$ cat src/rtl/if_fetch_unit.sv
// rtl/if_fetch_unit.sv - instruction fetch front end: PC, one-cycle fetch tracking, skid FIFO to decode
// Credit-based issue keeps buffered plus in-flight words within SKID_DEPTH.
module if_fetch_unit #(
  parameter logic [31:0] RESET_PC   = 32'h0000_0000,
  parameter int          SKID_DEPTH = 2
) (
  input  logic        i_clk,
  input  logic        i_reset,
  input  logic        i_redirect,
  input  logic [31:0] i_redirectPC,
  output logic [31:0] o_instrAddr,
  output logic        o_enIF,
  input  logic [31:0] i_instr,
  output logic        o_valid,
  input  logic        i_ready,
  output logic [31:0] o_instr,
  output logic [31:0] o_pc
);
  localparam int PW  = $clog2(SKID_DEPTH);
  localparam int CW  = $clog2(SKID_DEPTH + 1);
  localparam int CW1 = CW + 1;
  localparam logic [PW-1:0] LAST_PTR = PW'(SKID_DEPTH - 1);
  localparam logic [CW:0]   CREDIT   = CW1'(SKID_DEPTH - 1);

  logic [31:0]   pc;
  logic [31:0]   inflight_pc;
  logic          inflight;
  logic          kill;
  logic [CW-1:0] count;
  logic [PW-1:0] rd_ptr;
  logic [PW-1:0] wr_ptr;
  logic [31:0]   fifo_pc    [SKID_DEPTH];
  logic [31:0]   fifo_instr [SKID_DEPTH];

  logic          pop;
  logic          push;
  logic          issue;
  logic [CW:0]   occupancy;
  logic          unused_redirect_lsbs;

  function automatic logic [PW-1:0] ptr_inc(input logic [PW-1:0] p);
    return (p == LAST_PTR) ? '0 : p + 1'b1;
  endfunction

  assign unused_redirect_lsbs = ^i_redirectPC[1:0];

  assign o_valid     = (count != '0);
  assign pop         = o_valid & i_ready & ~i_redirect;
  // A response landing in a redirect cycle is dropped along with the flush.
  assign push        = inflight & ~kill & ~i_redirect;
  assign occupancy   = {1'b0, count} + {{CW{1'b0}}, inflight};
  assign issue       = ~i_reset & ~i_redirect & (occupancy <= CREDIT + {{CW{1'b0}}, pop});
  assign o_enIF      = issue;
  assign o_instrAddr = {pc[31:2], 2'b00};
  assign o_instr     = o_valid ? fifo_instr[rd_ptr] : '0;
  assign o_pc        = o_valid ? fifo_pc[rd_ptr] : '0;

  always_ff @(posedge i_clk) begin
    if (i_reset) begin
      pc          <= RESET_PC;
      inflight    <= 1'b0;
      inflight_pc <= '0;
      kill        <= 1'b0;
      count       <= '0;
      rd_ptr      <= '0;
      wr_ptr      <= '0;
    end else begin
      inflight <= issue;
      kill     <= i_redirect & inflight;
      if (issue) begin
        pc          <= pc + 32'd4;
        inflight_pc <= pc;
      end
      if (i_redirect) begin
        pc     <= {i_redirectPC[31:2], 2'b00};
        count  <= '0;
        rd_ptr <= '0;
        wr_ptr <= '0;
      end else begin
        if (push) wr_ptr <= ptr_inc(wr_ptr);
        if (pop)  rd_ptr <= ptr_inc(rd_ptr);
        if (push && !pop) begin
          count <= count + 1'b1;
        end else if (pop && !push) begin
          count <= count - 1'b1;
        end
      end
    end
  end

  always_ff @(posedge i_clk) begin
    if (push) begin
      fifo_pc[wr_ptr]    <= inflight_pc;
      fifo_instr[wr_ptr] <= i_instr;
    end
  end

endmodule

$ cat config.mk
export PLATFORM = sky130hd
export DESIGN_NAME = if_fetch_unit
export DESIGN_NICKNAME = d
export VERILOG_FILES = /design/src/rtl/if_fetch_unit.sv
export SDC_FILE = /design/constraint.sdc
export NUM_CORES = 1
export LEC_CHECK = 0
export BUFFER_PORTS_ARGS = -buffer_cell sky130_fd_sc_hd__buf_2
export CAP_MARGIN = 20
export CORE_MARGIN = 4
export CORE_UTILIZATION = 36
export CTS_BUF_LIST = sky130_fd_sc_hd__clkbuf_4
export CTS_CLUSTER_SIZE = 28
export DETAILED_ROUTE_END_ITERATION = 10
export GPL_TIMING_DRIVEN = 0
export PLACE_DENSITY_LB_ADDON = 0.05
export SETUP_SLACK_MARGIN = 0.05
export SLEW_MARGIN = 25
export SYNTH_ARGS = -nofsm -noshare
export SYNTH_HDL_FRONTEND = slang
export SYNTH_SLANG_ARGS = --single-unit
$ cat constraint.sdc
create_clock -name i_clk -period 4.2 [get_ports i_clk]
set_clock_uncertainty 0.15 [all_clocks]
set_input_delay 0.21 -clock i_clk [delete_from_list [all_inputs] [get_ports i_clk]]
set_output_delay 0.21 -clock i_clk [all_outputs]
set_load 0.05 [all_outputs]
# After elaboration in Yosys (flattened, before gate mapping)

Memory sizes are Yosys's and may differ from the RTL's. A register that Yosys moved wholly into a read port is not among the register bits.
Index checks and enable logic that the tools add are counted.

Register bits after elaboration: 70
Memory bits (writable): 128
Bits of input ports: 68
Output and inout bits: 98
Word-level logic and storage cells: 50
Memories kept: 2

Memory list:

| memory     | depth | width | rd ports | clocked after Yosys merged registers in | write ports | line | RTL |
|---|---|---|---|---|---|---|---|
| fifo_instr | 2     | 32    | 1        | 1                                       | 1           | 33   | `logic [31:0] fifo_instr [SKID_DEPTH];` |
| fifo_pc    | 2     | 32    | 1        | 1                                       | 1           | 32   | `logic [31:0] fifo_pc [SKID_DEPTH];` |

Add/sub/neg operators: 7
Order comparisons: 1
Multiplexer cells: 14
Bitwise gates (word level): 10
Reductions and logical operators: 8

Operator list:

| cell                  | count |
|---|---|
| $mux 32               | 4 |
| $add 32x3->32 const B | 1 |
| $mux 1                | 8 |
| $and 1x1->1           | 7 |
| $reduce_bool 2->1     | 3 |
| $mux 2                | 2 |
| $add 2x1->3           | 1 |
| $le 3x2->1            | 1 |
| $not 1->1             | 3 |
| $add 1x1->1 const B   | 2 |
| $add 1x1->2 const A   | 1 |
| $add 2x1->2 const B   | 1 |
| $logic_and 1x1->1     | 2 |
| $logic_not 1->1       | 2 |
| $reduce_or 2->1       | 1 |
| $sub 2x1->2 const B   | 1 |

# Depth between registers and ports, before layout

Word-level depth: 8
Depth in mapped cells: 14
Depth with buffers taken out: 11

# Least setup slack after synthesis

No wires, ideal clock.

Path kind: input-to-reg
Start: input port i_redirect
End: memory fifo_instr[0][0] (enable)
Setup time: 0.490 ns
Data arrival time: 3.524 ns
Required time: 3.560 ns
Slack: 0.036 ns
Stages: 3
Path buffers: 1
Cells stage by stage: buf_6 > nor3b_1 > nor2b_1

Longest elaborated chain between the ends: 4

Ends and longest elaborated chain:

| what                         | line | RTL |
|---|---|---|
| start, declared              | 9    | `input logic i_redirect,` |
| $not 1->1                    | 50   | `assign push = inflight & ~kill & ~i_redirect;` |
| $and 1x1->1                  | 50   |  |
| via push                     | 36   | `logic push;` |
| $mux 1                       | 92   | `if (push) begin` |
| $mux 1 (not written as such) | 94   | `fifo_instr[wr_ptr] <= i_instr;` |
| end, declared                | 33   |  |

The timed path passes the listed nets, and every way through them passes these cells.

# Worst setup path in the final report

Start: register count[0]
End: output port o_enIF

Longest elaborated chain between the ends: 6
Elaborated cells between the ends (all ways): 7
Classes of those cells: add/sub: 2; order compare: 1; bitwise: 3; reduce/logical: 1

Ends and longest elaborated chain:

| what                     | line | RTL |
|---|---|---|
| start, declared          | 29   | `logic [CW-1:0] count;` |
| start signal, assigned   | 83   | `count <= count + 1'b1;` |
| start signal, assigned   | 85   | `count <= count - 1'b1;` |
| $reduce_bool 2->1        | 47   | `assign o_valid = (count != '0);` |
| $and 1x1->1 (2 in a row) | 48   | `assign pop = o_valid & i_ready & ~i_redirect;` |
| via pop                  | 35   | `logic pop;` |
| $add 1x1->2              | 52   | `assign issue = ~i_reset & ~i_redirect & (occupancy <= CREDIT + {{CW{1'b0}}, pop});` |
| $le 3x2->1               | 52   |  |
| $and 1x1->1              | 52   |  |
| end, declared            | 12   | `output logic o_enIF,` |

The timed path passes the listed nets, and every way through them passes these cells.

==> summary by stage <==
Synth
By instance count, the leading cell after synthesis is sky130_fd_sc_hd__edfxtp_1. The share of the yosys chip area belonging to registers is 63.6%. The share of Yosys cell area claimed by the top area cell type is 46.8%. During synthesis, Yosys emitted a total of 0 warnings. Yosys mapped a number of flops with a built-in enable equal to 124. Counting instances in the post-synthesis netlist gives the leading cell types as sky130_fd_sc_hd__edfxtp_1 (124), sky130_fd_sc_hd__nor2_1 (88), sky130_fd_sc_hd__nand2_1 (79), sky130_fd_sc_hd__dfxtp_1 (67), sky130_fd_sc_hd__mux2i_1 (67). The number of different library cells used by synthesis comes to 60. After synthesis, the share of flip-flops with an asynchronous set or reset is 0%. sky130_fd_sc_hd__edfxtp_1 takes more of the synthesized area than any other cell. After synthesis, the cell types taking the most area are sky130_fd_sc_hd__edfxtp_1 (47%), sky130_fd_sc_hd__dfxtp_1 (17%), sky130_fd_sc_hd__mux2i_1 (8.4%), sky130_fd_sc_hd__nor2_1 (4.2%), sky130_fd_sc_hd__nand2_1 (3.7%). Counting flops and latches in the post-synthesis netlist gives 191. After technology mapping, the gate count stands at 656. The most used flip-flop cell after synthesis is sky130_fd_sc_hd__edfxtp_1. The post-synthesis average cell area is 12.1 um^2. In this run the cell area of the synthesized design comes to 7960 um^2.

Routing
The detailed router put a total of 9.04 mm of wire on met1. Dividing the detail-routed via count by the number of cells gives 4.90. The first detailed-routing pass took 6 iterations. The routed design has 20.4 mm of wire. In the final routed layout, each cell accounts on average for 16.8 um.

The number of remaining DRC errors is 0. For this block, the via count after detailed routing is 5931. The detailed router's first-iteration violation count is 343. The highest layer touched by signal routing is met5.

The routed length on met3 is 1.25 mm. The sum of met2 wire segment lengths after detailed routing is 9.71 mm. The count of nets left with antenna violations once routing finished came out at 0.

STA
Setup repair after global routing left no endpoint under its margin. The final-report hold violation count came to 0. Headroom to the max-slew limit came out at 47.1%. The clock period minus final worst setup slack is 3.82 ns.

The final critical-path setup slack is 0.380 ns. Setup violations remaining at the end of the flow were counted as 0. The final max-slew violation count is 0. The worst path uses 90.9% of the clock period. The highest clock frequency the design can meet is 262 MHz. In the final timing run, aggregate negative setup slack is 0 ns.

The pin slew with the least headroom to its limit is 0.793 ns.

Floorplanning
The I/O pin total is 166. Measured along the y axis, the die boundary spans 157 um. The initialized floorplan defines 54 standard-cell rows. The region available for standard cell placement spans 21800 um^2.

The horizontal die dimension is 157 um. The die outline area is 24600 um^2. For this configuration, the core starts out at a cell density of 36.6%.

Clock tree
Buffers inserted during clock tree synthesis total 17. The buffer levels on the longest clock path is 2. In this run the clock root is driven by a sky130_fd_sc_hd__clkbuf_4. The clock sink total is 191.

Clock latency on the worst-skew pair, taken at its later pin, is 0.56 ns. The clock-pin slew on the worst setup and hold paths is 0.14 ns. The H-tree was split into 4 levels. The clock tree from TritonCTS is built.

Hold path
The number of stages on the worst hold path is 4. The path class of the tightest hold or removal check is input port to flop.

Layout
The share of final-layout standard cells stronger than drive strength 1 is 24.5%. For this run, the number of standard cells in the final layout without fillers is 1210. The finished cells cover 10300 um^2. Compared with the post-synthesis result, the final layout area differs by 29.0%.

The combined area of the multi-input logic cells is 2710 um^2. The footprint of the flip-flops and latches is 5070 um^2. The number of inserted filler cells in the final layout is 2062. At the end of the flow, the number of nets in the layout was 990.

GRT
The number of antenna violations at the first check in global routing is 2. The total congestion overflow after global routing is 0. The number of global-route vias before repair is 6097. The first global-routing pass estimated 32.1 mm of wire.

For this run, the total global-route usage over all layers was measured as 16.6%. Entering global routing, the biggest net connects 43 pins.

Setup path
The worst register-to-register path has a depth of 11. The arrival time of the worst setup path is 3.46 ns. The cell depth of the worst setup path is 11.

The critical path goes through nor2_4, inv_1, nand3_1, inv_1, fa_1, or3_1, a32oi_4, inv_1, buf_2, buf_2, buf_2. The critical path capture point type is an output pin. The buffering stage count on the worst path with inverters included is 6.

The worst setup path is launched from a flop. The largest single stage delay on the critical path is 0.59 ns. The type of the worst setup path is flop to output pin. The slowest stage of the critical path belongs to the cell sky130_fd_sc_hd__fa_1. The data required time of the worst path is 3.84 ns.

Of all nets on the critical path, the largest fanout is 10. On the critical path the largest part of the delay comes from buffers and inverters.

Power
The total power is 3.80 mW. VDD sags by at most 130 uV. The power per cell area is 370 nW/um^2. The static power due to leakage is 3.96 nW.

Placement
The cell area reported after detailed placement is 9200 um^2. Prior to clock tree synthesis, the placed netlist has a worst setup slack of -0.149 ns. The routability congestion estimate from global placement is 0.845. After detailed placement, the design holds a cell count of 1100. Port buffering added 158 buffers. The placed wire-length estimate after detailed placement is 14.6 mm.

Flow run
Across the run, the number of max-cap violations was 0.

Outcome
The flow ran to the end, and the final reports show no timing, DRC or antenna violations.
per-layer routing:
metal	GRT usage, %	vias up
li1	-	2883
met1	21.7	2825
met2	27.7	195
met3	3.79	26
met4	4.63	2
met5	0	-
registers in the layout, indices dropped and copies added, names as in the netlist, named ones only:
register and count:
fifo_instr 64, inflight 1, kill 1, pc 30, wr_ptr 1, fifo_pc 60
rd_ptr 1, inflight_pc 30, count 2
cell families after synthesis:
kind of cell / count (synthesis) / synth area share [%]
other: 1 / 0.0471
flip-flops: 191 / 63.6
adder cells (fa/ha/maj): 6 / 1.04
multiplexers: 67 / 8.43
XOR/XNOR: 21 / 2.31
AND/OR/NAND/NOR: 269 / 17.0
buffers and inverters: 50 / 2.80
AO/OA/AOI/OAI: 51 / 4.70
cell type report:
type	count	area share, %
multi-input combinational	418	26.4
timing repair buffer	239	16.1
clock inverter	14	1.28
tap	280	3.41
buffer	38	1.74
sequential	191	49.3
clock buffer	18	1.32
inverter	11	0.402
antenna	1	0.0244
power by group:
part           switching, mW  leakage [nW]  internal [mW]
sequential            0.0707          1.71           2.10
clock                  0.633         0.141          0.311
combinational          0.456          2.11          0.228
worst reg2reg max path, cell delays in order (launching register included):
cell and delay (ns):
sky130_fd_sc_hd__dfxtp_2 0.39, sky130_fd_sc_hd__nor2_4 0.12, sky130_fd_sc_hd__inv_1 0.08, sky130_fd_sc_hd__nand3_1 0.11, sky130_fd_sc_hd__inv_1 0.07, sky130_fd_sc_hd__fa_1 0.59
sky130_fd_sc_hd__nor3b_4 0.43, sky130_fd_sc_hd__nor2_2 0.20, sky130_fd_sc_hd__or4_4 0.60, sky130_fd_sc_hd__nor3b_1 0.25, sky130_fd_sc_hd__a2111oi_2 0.08, sky130_fd_sc_hd__dlygate4sd3_1 0.56
per-stage QoR:
step	util, %	hold WS, ns
after global routing	47.2	0.0275
after detailed placement	42.3	0.252
after CTS	47.1	0.0118
after floorplan	-	0.159
after global placement	41.9	0.249
final	47.2	0.0546
path summary, 6_finish.rpt:
kind | start | to | slack (ns)
worst max-delay path | count[0]$_SDFFE_PN0P_ | o_enIF | 0.38
worst min-delay path | i_redirect | pc[20]$_SDFFE_PP0P_ | 0.05
worst max register to register | count[0]$_SDFFE_PN0P_ | pc[27]$_SDFFE_PP0P_ | 0.52
worst min register to register | inflight_pc[2]$_SDFFE_PP0P_ | fifo_pc[0][2]$_DFFE_PP_ | 0.33
repair_timing:
action,in CTS,in global routing
buffers inserted,1,0
endpoints found under the hold margin,97,6
resized for setup,3,3
endpoints found under the setup margin,9,1
hold buffers,75,2
pin swaps,1,1
placed cells by master (no fill, tap or decap), types with 3 or more instances in the layout:
master / instances
sky130_fd_sc_hd__buf_2: 168
sky130_fd_sc_hd__edfxtp_1: 124
sky130_fd_sc_hd__nor2_1: 87
sky130_fd_sc_hd__nand2_1: 79
sky130_fd_sc_hd__dlygate4sd3_1: 77
sky130_fd_sc_hd__mux2i_1: 67
sky130_fd_sc_hd__dfxtp_1: 65
sky130_fd_sc_hd__nand3b_1: 28
sky130_fd_sc_hd__clkbuf_1: 22
sky130_fd_sc_hd__clkbuf_4: 18
sky130_fd_sc_hd__xnor2_1: 16
sky130_fd_sc_hd__nand3_1: 12
sky130_fd_sc_hd__a21oi_1: 11
sky130_fd_sc_hd__nor3_1: 11
sky130_fd_sc_hd__inv_1: 10
sky130_fd_sc_hd__nand4_1: 10
sky130_fd_sc_hd__o21ai_0: 6
sky130_fd_sc_hd__a31oi_1: 6
sky130_fd_sc_hd__or3_1: 5
sky130_fd_sc_hd__a211oi_1: 5
sky130_fd_sc_hd__o211ai_1: 5
sky130_fd_sc_hd__xor2_1: 5
sky130_fd_sc_hd__ha_1: 5
sky130_fd_sc_hd__buf_4: 5
sky130_fd_sc_hd__nor3b_1: 4
sky130_fd_sc_hd__and4_1: 4
sky130_fd_sc_hd__nor4_1: 4
sky130_fd_sc_hd__o2111ai_1: 4
sky130_fd_sc_hd__conb_1: 4
sky130_fd_sc_hd__inv_6: 4
sky130_fd_sc_hd__and3_1: 3
sky130_fd_sc_hd__a311oi_1: 3
sky130_fd_sc_hd__clkinv_4: 3
sky130_fd_sc_hd__buf_16: 3
(Power assumes the default switching activity.)
